## config.mk

```make
export PLATFORM = sky130hd
export DESIGN_NAME = act_mem_port_arbiter
export DESIGN_NICKNAME = d
export VERILOG_FILES = /design/src/rtl/act_mem_port_arbiter_pkg.sv /design/src/rtl/act_mem_port_arbiter.sv
export SDC_FILE = /design/constraint.sdc
export NUM_CORES = 1
export LEC_CHECK = 0
export CORE_MARGIN = 10
export CORE_UTILIZATION = 24
export DETAILED_ROUTE_END_ITERATION = 7
export PLACE_DENSITY_LB_ADDON = 0.25
export SYNTH_ARGS = -nofsm -noshare
export SYNTH_HDL_FRONTEND = slang
export SYNTH_SLANG_ARGS = --single-unit
export TNS_END_PERCENT = 1
```

## constraint.sdc

```tcl
create_clock -name clk -period 2.95 [get_ports clk]
set_input_delay 0.59 -clock clk [delete_from_list [all_inputs] [get_ports clk]]
set_output_delay 0.59 -clock clk [all_outputs]
set_load 0.01 [all_outputs]
```

## src/rtl/act_mem_port_arbiter_pkg.sv

```systemverilog
// rtl/act_mem_port_arbiter_pkg.sv - shared types and constants for the activation-memory port arbiter
package act_mem_port_arbiter_pkg;

   // FSM states: internal-priority mode and external burst mode
   typedef enum logic {
      S_INT = 1'b0,
      S_EXT = 1'b1
   } arb_state_t;

   // Which single transaction reaches the memory this cycle
   typedef enum logic [1:0] {
      WIN_NONE   = 2'd0,
      WIN_EXT    = 2'd1,
      WIN_INT_WR = 2'd2,
      WIN_INT_RD = 2'd3
   } arb_win_t;

   // ACT memory geometry: word index, lane select and block-column select bits
   localparam int ACT_WORD_BITS    = 7;
   localparam int ACT_LANE_BITS    = 2;
   localparam int ACT_BLK_COL_BITS = 1;
   localparam int ACT_ADDR_W       = ACT_WORD_BITS + ACT_LANE_BITS + ACT_BLK_COL_BITS;
   localparam int ACT_N_LANES      = 4;
   localparam int ACT_DATA_W       = 8;

   // External fairness: longest tolerated wait and beats granted once it is reached
   localparam int ACT_ARB_MAX_WAIT  = 4;
   localparam int ACT_ARB_EXT_BURST = 2;

endpackage

```

## src/rtl/act_mem_port_arbiter.sv

```systemverilog
// rtl/act_mem_port_arbiter.sv - single-port arbiter between external and MAC-engine requesters of the activation memory
module act_mem_port_arbiter
   import act_mem_port_arbiter_pkg::*;
#(
   parameter int ADDR_W    = ACT_ADDR_W,
   parameter int N_LANES   = ACT_N_LANES,
   parameter int DATA_W    = ACT_DATA_W,
   parameter int MAX_WAIT  = ACT_ARB_MAX_WAIT,
   parameter int EXT_BURST = ACT_ARB_EXT_BURST
) (
   input  logic                        clk,
   input  logic                        reset,
   input  logic                        ext_req,
   input  logic                        ext_we,
   input  logic [ADDR_W-1:0]           ext_addr,
   input  logic [N_LANES*DATA_W-1:0]   ext_wdata,
   output logic                        ext_gnt,
   output logic                        ext_rvalid,
   input  logic                        int_rd_req,
   input  logic [ADDR_W-1:0]           int_rd_addr,
   input  logic                        int_wr_req,
   input  logic [ADDR_W-1:0]           int_wr_addr,
   input  logic [N_LANES*DATA_W-1:0]   int_wr_data,
   output logic                        int_stall,
   output logic                        int_rvalid,
   output logic                        mem_rd_enable,
   output logic                        mem_wr_enable,
   output logic                        mem_rd_enable_ext,
   output logic                        mem_wr_enable_ext,
   output logic [ADDR_W-1:0]           mem_rd_addr,
   output logic [ADDR_W-1:0]           mem_wr_addr,
   output logic [ADDR_W-1:0]           mem_rd_addr_ext,
   output logic [ADDR_W-1:0]           mem_wr_addr_ext,
   output logic [N_LANES*DATA_W-1:0]   mem_wr_data,
   output logic [N_LANES*DATA_W-1:0]   mem_wr_data_ext
);

   localparam int ROW_W   = N_LANES * DATA_W;
   localparam int WAIT_W  = $clog2(MAX_WAIT + 1);
   localparam int BURST_W = $clog2(EXT_BURST + 1);

   localparam logic [WAIT_W-1:0]  WAIT_SAT     = WAIT_W'(MAX_WAIT);
   localparam logic [WAIT_W-1:0]  WAIT_ONE     = WAIT_W'(1);
   localparam logic [BURST_W-1:0] BURST_RELOAD = BURST_W'(EXT_BURST - 1);
   localparam logic [BURST_W-1:0] BURST_ONE    = BURST_W'(1);

   arb_state_t         state_q, state_d;
   logic [WAIT_W-1:0]  wait_cnt_q, wait_cnt_d;
   logic [BURST_W-1:0] burst_cnt_q, burst_cnt_d;
   logic               ext_rvalid_q, int_rvalid_q;
   arb_win_t           win;
   logic               starved;

   // External has waited the maximum number of cycles and must win now
   assign starved = ext_req && (wait_cnt_q == WAIT_SAT);

   // State register: FSM, fairness counters and read-valid strobes
   always_ff @(posedge clk or negedge reset) begin
      if (!reset) begin
         state_q      <= S_INT;
         wait_cnt_q   <= '0;
         burst_cnt_q  <= '0;
         ext_rvalid_q <= 1'b0;
         int_rvalid_q <= 1'b0;
      end else begin
         state_q      <= state_d;
         wait_cnt_q   <= wait_cnt_d;
         burst_cnt_q  <= burst_cnt_d;
         ext_rvalid_q <= (win == WIN_EXT) && !ext_we;
         int_rvalid_q <= (win == WIN_INT_RD);
      end
   end

   // Next state: enter a burst on starvation, leave when beats run out or ext goes idle
   always_comb begin
      state_d     = state_q;
      burst_cnt_d = burst_cnt_q;
      case (state_q)
         S_INT: begin
            if (starved && (EXT_BURST > 1)) begin
               state_d     = S_EXT;
               burst_cnt_d = BURST_RELOAD;
            end
         end
         S_EXT: begin
            if (!ext_req || (burst_cnt_q <= BURST_ONE)) begin
               state_d     = S_INT;
               burst_cnt_d = '0;
            end else begin
               burst_cnt_d = burst_cnt_q - BURST_ONE;
            end
         end
         default: begin
            state_d     = S_INT;
            burst_cnt_d = '0;
         end
      endcase
   end

   // Winner selection: ext first in a burst or when starved, else write, read, ext
   always_comb begin
      win = WIN_NONE;
      if (ext_req && ((state_q == S_EXT) || starved)) begin
         win = WIN_EXT;
      end else if (int_wr_req) begin
         win = WIN_INT_WR;
      end else if (int_rd_req) begin
         win = WIN_INT_RD;
      end else if (ext_req) begin
         win = WIN_EXT;
      end
   end

   // Wait counter: count ungranted ext cycles, saturating; clear on grant or idle
   always_comb begin
      wait_cnt_d = '0;
      if (ext_req && (win != WIN_EXT)) begin
         wait_cnt_d = (wait_cnt_q == WAIT_SAT) ? wait_cnt_q : (wait_cnt_q + WAIT_ONE);
      end
   end

   // Memory-side enables and pass-through buses, zeroed when not enabled
   always_comb begin
      ext_gnt           = (win == WIN_EXT);
      mem_rd_enable     = (win == WIN_INT_RD);
      mem_wr_enable     = (win == WIN_INT_WR);
      mem_rd_enable_ext = (win == WIN_EXT) && !ext_we;
      mem_wr_enable_ext = (win == WIN_EXT) && ext_we;
      int_stall         = (int_wr_req && (win != WIN_INT_WR)) ||
                          (int_rd_req && (win != WIN_INT_RD));
      mem_rd_addr       = mem_rd_enable     ? int_rd_addr : '0;
      mem_wr_addr       = mem_wr_enable     ? int_wr_addr : '0;
      mem_wr_data       = mem_wr_enable     ? int_wr_data : {ROW_W{1'b0}};
      mem_rd_addr_ext   = mem_rd_enable_ext ? ext_addr    : '0;
      mem_wr_addr_ext   = mem_wr_enable_ext ? ext_addr    : '0;
      mem_wr_data_ext   = mem_wr_enable_ext ? ext_wdata   : {ROW_W{1'b0}};
   end

   assign ext_rvalid = ext_rvalid_q;
   assign int_rvalid = int_rvalid_q;

endmodule

```

[Word-level counts from Yosys, hierarchy flattened]
Cells that the tools add are included.
Widths: inputs -> output; s select.
Word-level totals
  flip-flop bits (word level): 8
  input bits: 100
  output and inout bits: 112
  logic and storage cells: 48
Cells by class
  add/subtract/negate cells: 2
  magnitude comparators: 1
  equal/unequal tests: 9
  muxes and demuxes: 18
  bitwise logic cells: 1
  reduce and logical (&&, ||, !) cells: 12
Operators by type and width (number)
  $mux 32: 2
  $mux 10: 4
  $mux 2: 5
  $ne 2x2->1 const B: 4
  $logic_and 1x1->1: 7
  $mux 3: 2
  $eq 2x2->1 const B: 2
  $pmux 2 s2: 1
  $add 3x1->3 const B: 1
  $eq 3x3->1 const B: 1
  $logic_or 1x1->1: 3
  $mux 1: 3
  $eq 2x1->1 const B: 1
  $le 2x1->1 const B: 1
  $logic_not 1->1: 2
  $ne 2x1->1 const B: 1
  $pmux 1 s2: 1
  $sub 2x1->2 const B: 1
  $not 1->1: 1

[Longest topological paths before layout]
  word-level depth: 8
  mapped depth: 6
  gate-level depth less buffers: 5

[Worst setup path before layout]
OpenSTA, ideal clock, no wires.
  path kind: reg2out
  start point: register wait_cnt_q[0]
  end point: output mem_wr_data_ext[10]
  arrival time: 1403 ps
  required time: 2360 ps
  setup slack: 957 ps
  stages on the path, launching flop included: 7
  path buffers: 1
  cell sequence: dfrtp_1 -> inv_1 -> ha_1 -> a21o_4 -> o211a_4 -> buf_6 -> and2_1
Between the ends
  word-level cells in the longest chain between the ends: 8
Ends and longest elaborated chain
  from (decl): RTL line act_mem_port_arbiter.sv:48  | logic [WAIT_W-1:0] wait_cnt_q, wait_cnt_d;
  from (signal assigned): RTL line act_mem_port_arbiter.sv:67  | wait_cnt_q <= wait_cnt_d;
  $eq 3x3->1: RTL line act_mem_port_arbiter.sv:55  | assign starved = ext_req && (wait_cnt_q == WAIT_SAT);
  $logic_and 1x1->1: RTL line act_mem_port_arbiter.sv:55
  $logic_or 1x1->1: RTL line act_mem_port_arbiter.sv:103  | if (ext_req && ((state_q == S_EXT) || starved)) begin
  $logic_and 1x1->1: RTL line act_mem_port_arbiter.sv:103
  $mux 2: RTL line act_mem_port_arbiter.sv:103
  $eq 2x1->1: RTL line act_mem_port_arbiter.sv:128  | mem_wr_enable_ext = (win == WIN_EXT) && ext_we;
  $logic_and 1x1->1: RTL line act_mem_port_arbiter.sv:128
  $mux 32: RTL line act_mem_port_arbiter.sv:136  | mem_wr_data_ext = mem_wr_enable_ext ? ext_wdata : {ROW_W{1'b0}};
  to (decl): RTL line act_mem_port_arbiter.sv:35  | output logic [N_LANES*DATA_W-1:0] mem_wr_data_ext
No other way between the ends.

[Worst setup path after layout]
  start point: register wait_cnt_q[0]
  end point: output mem_wr_addr[4]
Between the ends
  word-level cells in the longest chain between the ends: 7
Ends and longest elaborated chain
  $eq 3x3->1: RTL line act_mem_port_arbiter.sv:55
  $logic_and 1x1->1: RTL line act_mem_port_arbiter.sv:55
  $logic_or 1x1->1: RTL line act_mem_port_arbiter.sv:103
  $logic_and 1x1->1: RTL line act_mem_port_arbiter.sv:103
  $mux 2: RTL line act_mem_port_arbiter.sv:103
  $eq 2x2->1: RTL line act_mem_port_arbiter.sv:126  | mem_wr_enable = (win == WIN_INT_WR);
  $mux 10: RTL line act_mem_port_arbiter.sv:132  | mem_wr_addr = mem_wr_enable ? int_wr_addr : '0;
  to (decl): RTL line act_mem_port_arbiter.sv:31  | output logic [ADDR_W-1:0] mem_wr_addr,
No other way between the ends.

==> out/results.txt <==
Area share of the largest cell type after synthesis: 32.5%
HP Class: register to register
DR vias: 1847
Netlist cell types: 25
CP arrival: 2.25 ns
Register bit count reported by yosys: 8
Final instance area: 3520 um2
Rows: 26
Worst Path Buf+Inv: 3
Non-Filler Instances: 434
Hold Startpoint: burst_cnt_q[1]
Setup violations, final: 0
Hold_buf cts: 0
Share of cells above drive strength 1: 12.6%
GRT overflow: 0
Kind of critical path: register to primary output
Critical Path Start: wait_cnt_q[0]
Synthesized cell area: 1270 um2
Data required, critical path: 2.36 ns
H-tree levels: 1
Vias in the first global route: 1947
TritonCTS Buffers: 3
Worst-margin pin slew: 0.379 ns
Global-route wire length before repair: 11.9 mm
Max clock buf depth: 2
Initial antenna violation count: 0
Clock sink total: 8
Area contributors post-synth: and2_1 33%, and2_4 21%, dfrtp_1 16%
Hold WS: 0.507 ns
Clk_lat worst skew: 0.23 ns
Root Driver: clkbuf_8
DP HPWL: 7.29 mm
Leading area contributor after synthesis: and2_1
Fin. Hold Viols: 0
Leakage: 1.63 nW
Count of buffers from port buffering: 211
DRC: 0
Worst R2R Start: wait_cnt_q[0]
RSZ-0062 raised after global routing: false
Routed Wire Length: 8.02 mm
Initial Util: 24.9%
WL/cell: 18.5 um
CP max stage delay: 0.56 ns
Die extent in y: 92.7 um
Slew Viols, Final: 0
Synthesized Nets: 257
Peak supply drop: 0.121 mV
Placed cells: 431
Number of nets in the layout: 468
Clock-pin slew on the worst setup and hold paths: 0.04 ns
Setup Skew: 0.00233 ns
CP endpoint kind: primary output
Slew HR: 74.7%
Type of origin of the critical path: register
Initial DRC Count: 17
Post-DRT Antenna Nets: 0
Tmin final: 2.84 ns
Yosys warning total: 0
Placed Area: 3440 um2
Seq/Total Area, Yosys: 15.8%
Synth-to-layout area growth: 178%
Setup repair bufs after CTS: 0
Final worst path period share: 96.2%
Total core area: 5110 um2
Post-route setup slack: 0.112 ns
Crit Path Max Fanout: 43
Place WS: -0.0247 ns
Boundary Pins: 212
Largest net degree at the start of global routing: 44
DIE AREA: 8600 um2
Final TNS setup: 0 ns
Mean Syn Cell Area: 8.19 um2
Achievable Freq: 352 MHz
Syn Inst Count: 155
Status: complete, no violations
CTS tree: built
Max-cap violations: 0
# diodes: 0
Gpl congestion: 0.764
CP top delay family: buffers and inverters
Die width: 92.7 um
Pwr/cell area: 180 nW/um2
Crit-path cells: inv_1, ha_1, a21o_4, a21boi_4, buf_12, and2_1, clkdlybuf4s50_1
Slowest CP cell: clkdlybuf4s50_1
Pre-antenna DRT Iters: 4
Vias per inst: 4.26
Global Route Usage Sum: 17.4%
[layout make-up]
cell class / instances / area, um2
inverter: 3 / 11.3
multi-input combinational: 132 / 953
tap: 70 / 87.6
sequential: 8 / 200
clock buffer: 3 / 41.3
timing repair buffer: 218 / 2230
fill: 431 / 1580
[cell usage after synthesis (all sizes together)]
library cell	instances
o22ai	1
or2	1
dfrtp	8
nor2b	2
a21o	1
nor2	3
o211a	1
clkbuf	1
o21ai	1
ha	2
and2	97
buf	11
nand2b	1
and3	12
a21boi	1
a31oi	2
inv	3
a22oi	1
nand3b	1
a21oi	1
nand2	2
o2111a	1
a22o	1
[where the power goes]
part,switching [mW],internal (mW)
Combinational,0.121,0.257
Sequential,0.00660,0.119
Clock,0.0441,0.0885
Total,0.171,0.464
[state kept, by name (all words and copies together), names as in the netlist]
name         count
burst_cnt_q      2
int_rvalid       1
ext_rvalid       1
wait_cnt_q       3
state_q          1
[cell families after synthesis]
group,synth area share [%]
AND/OR/NAND/NOR,63.8
adder cells (fa/ha/maj),1.97
AO/OA/AOI/OAI,8.47
buffers and inverters,9.95
flip-flops,15.8
[layout by cell type (no fill, tap or decap), drive strengths merged, types with 2 or more instances in the layout]
| cell type | n |
|---|---|
| clkdlybuf4s50 | 198 |
| and2 | 97 |
| and3 | 12 |
| dlymetal6s2s | 12 |
| dfrtp | 8 |
| buf | 7 |
| inv | 3 |
| clkbuf | 3 |
| nor2 | 3 |
| nor2b | 2 |
| nand2 | 2 |
| a31oi | 2 |
| ha | 2 |
[per-stage QoR]
step / power (mW) / utilization (%)
after global placement: 0.501 / 67.4
after floorplan: 0.245 / -
after CTS: 0.643 / 68.3
after detailed placement: 0.509 / 67.4
final: 0.635 / 69.0
after global routing: 0.672 / 69.0
[routing by layer]
| layer | vias to the layer above | routed length (um) | global-route usage (%) |
|---|---|---|---|
| met2 | 139 | 4000 | 32.6 |
| met4 | 0 | 68 | 2.96 |
| met1 | 796 | 2710 | 15.7 |
| li1 | 906 | - | - |
| met3 | 6 | 1240 | 10.8 |
| met5 | - | 0 | 0 |
[worst paths after layout]
path | slack (ns) | to | cells after the start
worst max-delay path | 0.11 | mem_wr_addr[4] | 7
worst min-delay path | 0.51 | burst_cnt_q[1] | 1
worst min register to register | 0.51 | burst_cnt_q[1] | 1
max in group asynchronous | 2.03 | burst_cnt_q[0] | 1
worst max register to register | 1.47 | ext_rvalid | 5
min in group asynchronous | 0.65 | wait_cnt_q[2] | 1
[timing repair]
item                                    in CTS  in global routing
gates resized for setup                      2                 14
endpoints found under the setup margin      19                 55
pin swaps                                    0                  1
hold endpoints to repair                     0                  0
Note: power is estimated with default switching activity, not from simulation.
